<file path="src/rtl/serial_bus_arbiter_n.sv">
// serial_bus_arbiter_n
//
// N-master serial bus arbiter. Samples the masters' request lines while idle,
// picks one owner (fixed priority or round-robin), deserialises that master's
// address MSB first, presents it to the address decoder, waits for the slave
// handshake with a timeout and returns a two-bit response on the owner's rx.
//
// Ports
//   clk            bus clock, rising edge
//   rstn           synchronous active-low reset
//   rr_mode        1 = round-robin, 0 = fixed priority (index 0 highest)
//   m_tx           per-master serial tx (request level / address bits)
//   m_rx           per-master arbiter-side rx (grant strobe, response bits)
//   addr           deserialised address
//   addr_rdy       one-cycle strobe, address valid
//   gnt            one-hot current owner, zero in IDLE
//   busy           high in every state except IDLE
//   slv_ready      decoder: addressed slave accepted
//   slv_responded  decoder: slave transaction complete
//   timeout_err    one-cycle strobe when the slave wait expires
module serial_bus_arbiter_n #(
    parameter int N_MASTERS = 2,
    parameter int ADDR_W    = 14,
    parameter int TIMEOUT   = 255
) (
    input  logic                 clk,
    input  logic                 rstn,
    input  logic                 rr_mode,
    input  logic [N_MASTERS-1:0] m_tx,
    output logic [N_MASTERS-1:0] m_rx,
    output logic [ADDR_W-1:0]    addr,
    output logic                 addr_rdy,
    output logic [N_MASTERS-1:0] gnt,
    output logic                 busy,
    input  logic                 slv_ready,
    input  logic                 slv_responded,
    output logic                 timeout_err
);

    localparam int IDX_W = (N_MASTERS > 1) ? $clog2(N_MASTERS) : 1;
    localparam int CNT_W = $clog2(TIMEOUT + 1);
    localparam int BIT_W = (ADDR_W > 1) ? $clog2(ADDR_W) : 1;

    localparam logic [2:0] S_IDLE  = 3'd0;
    localparam logic [2:0] S_GRANT = 3'd1;
    localparam logic [2:0] S_ADDR  = 3'd2;
    localparam logic [2:0] S_WAIT  = 3'd3;
    localparam logic [2:0] S_RESP1 = 3'd4;
    localparam logic [2:0] S_RESP2 = 3'd5;
    localparam logic [2:0] S_HOLD  = 3'd6;

    logic [2:0]           state_reg, state_next;
    logic [IDX_W-1:0]     owner_reg, owner_next;
    logic [IDX_W-1:0]     rr_ptr_reg, rr_ptr_next;
    logic                 ack_reg, ack_next;
    logic                 resp_seen_reg, resp_seen_next;
    logic [CNT_W-1:0]     cnt_reg, cnt_next;
    logic [BIT_W-1:0]     bit_cnt_reg, bit_cnt_next;
    logic [ADDR_W-1:0]    shift_reg, shift_next;
    logic                 timeout_err_reg, timeout_next;
    logic                 addr_rdy_reg, addr_rdy_next;
    logic [N_MASTERS-1:0] m_rx_reg;
    logic [N_MASTERS-1:0] gnt_reg;
    logic                 busy_reg;

    logic [IDX_W-1:0]     fixed_win;
    logic [IDX_W-1:0]     rr_win;
    logic [IDX_W-1:0]     rr_idx;
    logic [N_MASTERS-1:0] owner_onehot;

    // Winner selection. Loops run from lowest to highest priority so the last
    // match (the highest priority one) sticks.
    always_comb begin
        fixed_win = '0;
        for (int i = N_MASTERS - 1; i >= 0; i--) begin
            if (m_tx[i]) begin
                fixed_win = IDX_W'(i);
            end
        end

        rr_win = rr_ptr_reg;
        rr_idx = '0;
        for (int k = N_MASTERS; k >= 1; k--) begin
            rr_idx = IDX_W'((int'(rr_ptr_reg) + k) % N_MASTERS);
            if (m_tx[rr_idx]) begin
                rr_win = rr_idx;
            end
        end
    end

    // Outputs are registered from the next-state values, so the one-hot
    // owner is decoded from owner_next.
    generate
        for (genvar gi = 0; gi < N_MASTERS; gi++) begin : g_onehot
            assign owner_onehot[gi] = (owner_next == IDX_W'(gi));
        end
    endgenerate

    always_comb begin
        state_next     = state_reg;
        owner_next     = owner_reg;
        rr_ptr_next    = rr_ptr_reg;
        ack_next       = ack_reg;
        resp_seen_next = resp_seen_reg;
        cnt_next       = cnt_reg;
        bit_cnt_next   = bit_cnt_reg;
        shift_next     = shift_reg;
        timeout_next   = 1'b0;
        addr_rdy_next  = 1'b0;

        case (state_reg)
            S_IDLE: begin
                resp_seen_next = 1'b0;
                cnt_next       = '0;
                if (|m_tx) begin
                    state_next = S_GRANT;
                    if (rr_mode) begin
                        owner_next  = rr_win;
                        rr_ptr_next = rr_win;
                    end else begin
                        owner_next = fixed_win;
                    end
                end
            end

            S_GRANT: begin
                shift_next   = '0;
                bit_cnt_next = '0;
                cnt_next     = '0;
                ack_next     = 1'b0;
                state_next   = S_ADDR;
            end

            S_ADDR: begin
                shift_next = (shift_reg << 1) | ADDR_W'(m_tx[owner_reg]);
                if (bit_cnt_reg == BIT_W'(ADDR_W - 1)) begin
                    state_next    = S_WAIT;
                    addr_rdy_next = 1'b1;
                end else begin
                    bit_cnt_next = bit_cnt_reg + BIT_W'(1);
                end
            end

            S_WAIT: begin
                // The expiry decision is taken in the cycle the counter
                // reaches TIMEOUT; a slv_ready there still wins. Otherwise
                // timeout_err is shown in one extra, final WAIT cycle so it
                // can come straight from a register.
                if (timeout_err_reg) begin
                    state_next = S_RESP1;
                    ack_next   = 1'b0;
                end else if (slv_ready) begin
                    state_next = S_RESP1;
                    ack_next   = 1'b1;
                end else begin
                    if (cnt_reg != CNT_W'(TIMEOUT)) begin
                        cnt_next = cnt_reg + CNT_W'(1);
                    end
                    if (cnt_reg == CNT_W'(TIMEOUT - 1)) begin
                        timeout_next = 1'b1;
                    end
                end
            end

            S_RESP1: begin
                resp_seen_next = resp_seen_reg | slv_responded;
                state_next     = S_RESP2;
            end

            S_RESP2: begin
                resp_seen_next = resp_seen_reg | slv_responded;
                if (!ack_reg || resp_seen_reg) begin
                    state_next = S_IDLE;
                end else begin
                    state_next = S_HOLD;
                end
            end

            S_HOLD: begin
                if (resp_seen_reg || slv_responded) begin
                    state_next = S_IDLE;
                end
            end

            default: begin
                state_next = S_IDLE;
            end
        endcase
    end

    always_ff @(posedge clk) begin
        if (!rstn) begin
            state_reg       <= S_IDLE;
            owner_reg       <= '0;
            rr_ptr_reg      <= IDX_W'(N_MASTERS - 1);
            ack_reg         <= 1'b0;
            resp_seen_reg   <= 1'b0;
            cnt_reg         <= '0;
            bit_cnt_reg     <= '0;
            shift_reg       <= '0;
            timeout_err_reg <= 1'b0;
            addr_rdy_reg    <= 1'b0;
            m_rx_reg        <= '0;
            gnt_reg         <= '0;
            busy_reg        <= 1'b0;
        end else begin
            state_reg       <= state_next;
            owner_reg       <= owner_next;
            rr_ptr_reg      <= rr_ptr_next;
            ack_reg         <= ack_next;
            resp_seen_reg   <= resp_seen_next;
            cnt_reg         <= cnt_next;
            bit_cnt_reg     <= bit_cnt_next;
            shift_reg       <= shift_next;
            timeout_err_reg <= timeout_next;
            addr_rdy_reg    <= addr_rdy_next;
            busy_reg        <= (state_next != S_IDLE);
            gnt_reg         <= (state_next != S_IDLE) ? owner_onehot : '0;
            // Grant strobe, response strobe, then the ack bit.
            if ((state_next == S_GRANT) || (state_next == S_RESP1) ||
                ((state_next == S_RESP2) && ack_next)) begin
                m_rx_reg <= owner_onehot;
            end else begin
                m_rx_reg <= '0;
            end
        end
    end

    assign m_rx        = m_rx_reg;
    assign gnt         = gnt_reg;
    assign busy        = busy_reg;
    assign addr        = shift_reg;
    assign addr_rdy    = addr_rdy_reg;
    assign timeout_err = timeout_err_reg;

endmodule

</file>
<file path="config.mk">
export PLATFORM = sky130hd
export DESIGN_NAME = serial_bus_arbiter_n
export DESIGN_NICKNAME = d
export VERILOG_FILES = /design/src/rtl/serial_bus_arbiter_n.sv
export SDC_FILE = /design/constraint.sdc
export NUM_CORES = 1
export LEC_CHECK = 0
export ABC_AREA = 0
export CORE_ASPECT_RATIO = 1.5
export CORE_MARGIN = 1
export CORE_UTILIZATION = 40
export DETAILED_ROUTE_END_ITERATION = 6
export GPL_TIMING_DRIVEN = 0
export PLACE_DENSITY = 0.71
export SYNTH_ARGS = -nofsm -noshare
export SYNTH_HDL_FRONTEND = slang
export SYNTH_SLANG_ARGS = --single-unit
</file>
<file path="constraint.sdc">
create_clock -name clk -period 1.5 [get_ports clk]
set_input_delay 0.225 -clock clk [delete_from_list [all_inputs] [get_ports clk]]
set_output_delay 0.225 -clock clk [all_outputs]
set_load 0.005 [all_outputs]
</file>
==> impl_table.tex <==
\begin{tabular}{lr}
\hline
Metric & Value \\
\hline
\multicolumn{2}{l}{\textbf{Logic synthesis}} \\
Yosys top cell by area & sky130\_fd\_sc\_hd\_\_dfxtp\_1 \\
Share of the synthesized area in the top cell type & 0.4013 \\
Top cells by area, synth & sky130\_fd\_sc\_hd\_\_dfxtp\_1, sky130\_fd\_sc\_hd\_\_a22o\_1, sky130\_fd\_sc\_hd\_\_a22oi\_1 \\
Post-synthesis cell count & 227 \\
Count of flip-flops with a built-in enable after synthesis & 0 \\
Dominant synthesized flop cell & sky130\_fd\_sc\_hd\_\_dfxtp\_1 \\
Leading cell types by count after synthesis & sky130\_fd\_sc\_hd\_\_dfxtp\_1, sky130\_fd\_sc\_hd\_\_nor2\_1, sky130\_fd\_sc\_hd\_\_a22oi\_1, sky130\_fd\_sc\_hd\_\_a22o\_1 \\
Post-synthesis net count & 238 \\
Synthesized area divided by synthesized cell count & 8.791 um2 \\
Yosys warning total & 0 \\
Post-synthesis cell type count & 48 \\
Share of flip-flops with an asynchronous set or reset & 0 \\
\#FFs+latches synth & 40 \\
Most numerous cell in the Yosys netlist & sky130\_fd\_sc\_hd\_\_dfxtp\_1 \\
Fraction of the yosys area taken by sequential cells & 0.4013 \\
Cell area after technology mapping & 1996 um2 \\
\multicolumn{2}{l}{\textbf{Routing}} \\
Count of routing violations after the opening detailed-route iteration & 117 \\
Drt drc & 0 \\
Drt via density & 5.636 \\
Average wire per standard cell & 15.66 um \\
Total Routed Length & 5418 um \\
Initial DRT Pass Iterations & 4 \\
Count of antenna-violating nets left after detailed routing & 0 \\
Vias & 1950 \\
\multicolumn{2}{l}{\textbf{Critical path}} \\
Setup slack of the worst register-to-register path & -0.15 ns \\
Crit start category & flip-flop \\
Cell repeated most along the worst path & sky130\_fd\_sc\_hd\_\_buf\_6 \\
CP Max Fanout & 6 \\
Critical-path cell list & buf\_6 -> buf\_6 -> nor2\_1 -> o311a\_1 -> o211ai\_1 -> nor3b\_2 \\
Required time worst endpoint & 1.69 ns \\
Crit Path Category & reg2reg \\
Total number of cells along the worst setup path & 6 \\
R2r endpoint & m\_rx[1] \\
Worst path max stage delay & 0.40 ns \\
Count of buffering cells on the critical path with inverters included & 2 \\
CP max-delay cell & sky130\_fd\_sc\_hd\_\_dfxtp\_4 \\
Endpoint type of the worst setup path & flip-flop \\
Startpoint of the worst-slack reg-to-reg timing path & state\_reg[1] \\
Arr. time, crit path & 1.84 ns \\
Critical Path Source & state\_reg[1] \\
Cells on worst reg2reg path & 6 \\
Cell class contributing the biggest share of worst-path delay & compound AO/OA/AOI/OAI gates \\
\multicolumn{2}{l}{\textbf{Clock tree}} \\
Source-to-sink clock delay at the later pin of the worst-skew pair & 0.31 ns \\
Number of hold-repair buffers added at the cts stage & 0 \\
Number of CTS-inserted buffers & 5 \\
Clk slew on worst S/H paths & 0.09 ns \\
Clock Tree Buf Depth & 2 \\
Clock tree from TritonCTS & yes \\
Cell chosen for the clock root & sky130\_fd\_sc\_hd\_\_clkbuf\_8 \\
Clock sinks & 40 \\
Number of levels the H-tree was split into & 2 \\
\multicolumn{2}{l}{\textbf{STA}} \\
Worst slew margin & 0.6732 \\
Worst-case hold slack & 0.4789 ns \\
Transition time at the pin with the least slew margin & 0.4902 ns \\
Setup repair after global routing missed its margin & true \\
Maximum clock frequency & 605.3 MHz \\
Number of slew-limit violations in the final report & 0 \\
Ratio of final minimum period to clock period & 1.101 \\
Worst Skew & 0.01345 ns \\
Final hold viol count & 0 \\
Total of endpoints with negative setup slack in the final report & 12 \\
Post-route minimum period & 1.652 ns \\
Post-route setup slack & -0.1520 ns \\
\multicolumn{2}{l}{\textbf{Layout}} \\
Diodes inserted & 0 \\
Number of flip-flops in the largest register & 14 \\
Layout cells sized above 1 & 0.3107 \\
Multi-input gate area & 1274 um2 \\
Final-layout fill cell count & 427 \\
Count of placed standard cells in the final layout, fillers left out & 346 \\
Growth of design area from synthesis to finish & 43.64\% \\
Register cell area after layout & 829.5 um2 \\
Total Nets Final & 290 \\
\multicolumn{2}{l}{\textbf{Floorplanning}} \\
Area of the core & 4810 um2 \\
Chip Height & 88.51 um \\
Die width & 59.67 um \\
Io pins & 28 \\
Initial standard-cell utilization of the core & 0.4149 \\
Core Rows & 31 \\
Die ar. & 5281 um2 \\
\multicolumn{2}{l}{\textbf{Global routing}} \\
Total global-route track usage & 0.2111 \\
GRT Max-Usage Layer & met2 \\
Global-route met3 utilization & 0.05263 \\
Via count of the first global-routing pass & 1837 \\
Antenna violations before repair & 0 \\
Maximum number of pins on one net before global-route repair & 15 \\
Grt met1 use & 0.2409 \\
Wire length of the first global-routing pass & 8480 um \\
Met2 GRT Util & 0.3586 \\
Congestion Overflow GR & 0 \\
\multicolumn{2}{l}{\textbf{Worst hold path}} \\
Worst-case hold path end point & cnt\_reg[5] \\
Startpoint of the lowest-slack hold path & cnt\_reg[5] \\
Worst min-delay path category & reg2reg \\
Min-Delay Path Depth & 2 \\
\multicolumn{2}{l}{\textbf{Power}} \\
Worst vdd rail ir drop & 525.3 uV \\
Post-layout power & 0.002669 W \\
Leakage power of the design & 1.034 nW \\
P per Cell Area & 931.1 nW/um2 \\
\multicolumn{2}{l}{\textbf{Placed design}} \\
Gp weighted congestion & 0.8518 \\
Placed wire-length estimate & 3282 um \\
Number of placed instances, taps included & 320 \\
IO Port Bufs & 27 \\
\multicolumn{2}{l}{\textbf{Outcome}} \\
Violations in the final reports & setup timing \\
Run status & finished with violations \\
\multicolumn{2}{l}{\textbf{Flow run}} \\
Maxcap violations & 0 \\
\hline
\end{tabular}
layout make-up:
| class | count | area share |
|---|---|---|
| buffer | 13 | 0.03885 |
| clock buffer | 5 | 0.02401 |
| clock inverter | 3 | 0.01615 |
| inverter | 7 | 0.009603 |
| multi-input combinational | 166 | 0.4443 |
| sequential | 40 | 0.2894 |
| tap | 66 | 0.02881 |
| timing repair buffer | 46 | 0.1488 |
routing by layer:
layer / up-vias / share of wire / wire length, um
met1: 931 / 0.41 / 2241
met3: 17 / 0.044 / 239
met2: 52 / 0.51 / 2767
li1: 950 / - / -
met5: - / 0 / 0
met4: 0 / 0.031 / 170
where the power goes:
part           switching (W)  internal [W]  total (W)
sequential         0.0000345       0.00111    0.00114
combinational       0.000316      0.000284   0.000601
clock               0.000427      0.000501   0.000928
total               0.000778       0.00189    0.00267
worst register-to-register path, delay by kind of cell (launching register included):
family                 cells  cell delay, ns
AOI/OAI and AO/OA          2            0.74
DFF                        1            0.40
buffers and inverters      2            0.24
and+or+nand+nor            2            0.15
worst max-delay path by stage:
stage,slack [ns],endpoint
final,-0.15,m_rx[1]
after global routing,-0.17,m_rx[1]
after CTS,-0.09,m_rx[1]
after detailed placement,-0.55,cnt_reg[6]
after global placement,-0.55,cnt_reg[6]
after floorplan,0.001,cnt_reg[4]
kinds of logic after synthesis:
logic type	Yosys count	share of synthesized area
XOR/XNOR	3	0.01317
flip-flops	40	0.4013
AO/OA/AOI/OAI	67	0.2477
adder cells (fa/ha/maj)	4	0.02508
multiplexers	5	0.02633
AND/OR/NAND/NOR	87	0.2364
buffers and inverters	21	0.05015
stage by stage:
| step | instance area, um2 | TNS, ns | util | setup WS (ns) |
|---|---|---|---|---|
| 2_1_floorplan | 2013 | 0 | - | 0.0009981 |
| 3_3_place_gp | 2366 | -9.332 | 0.4919 | -0.5537 |
| 3_5_place_dp | 2366 | -9.348 | 0.4919 | -0.5532 |
| 4_1_cts | 2666 | -0.6355 | 0.5544 | -0.08719 |
| 5_1_grt | 2867 | -1.605 | 0.5960 | -0.1727 |
| 6_report | 2867 | -0.9818 | 0.5960 | -0.1520 |
repair_timing:
action,4_1_cts,5_1_grt
pin swaps,12,17
setup endpoints to repair,28,31
gates resized for setup,35,41
buffers inserted,11,8
endpoints found under the hold margin,0,0
layout by cell type (no fill, tap or decap), types with 3 or more instances in the layout:
master,Yosys,routed
sky130_fd_sc_hd__a21o_1,3,3
sky130_fd_sc_hd__a21oi_1,11,8
sky130_fd_sc_hd__a21oi_2,0,3
sky130_fd_sc_hd__a22o_1,13,13
sky130_fd_sc_hd__a22oi_1,14,13
sky130_fd_sc_hd__buf_4,0,16
sky130_fd_sc_hd__buf_6,2,8
sky130_fd_sc_hd__clkbuf_1,7,3
sky130_fd_sc_hd__clkbuf_8,0,5
sky130_fd_sc_hd__clkdlybuf4s50_1,0,26
sky130_fd_sc_hd__dfxtp_1,40,25
sky130_fd_sc_hd__dfxtp_2,0,11
sky130_fd_sc_hd__dfxtp_4,0,4
sky130_fd_sc_hd__inv_1,6,5
sky130_fd_sc_hd__mux2i_1,3,3
sky130_fd_sc_hd__nand2_1,11,11
sky130_fd_sc_hd__nand2b_1,5,4
sky130_fd_sc_hd__nand3_1,6,5
sky130_fd_sc_hd__nor2_1,27,25
sky130_fd_sc_hd__nor2b_1,4,3
sky130_fd_sc_hd__nor3_1,4,3
sky130_fd_sc_hd__nor4_2,1,3
sky130_fd_sc_hd__o21ai_0,6,6
sky130_fd_sc_hd__o31ai_1,5,5
sky130_fd_sc_hd__or3_1,4,3
sky130_fd_sc_hd__xor2_1,3,3
(Power assumes the default switching activity.)
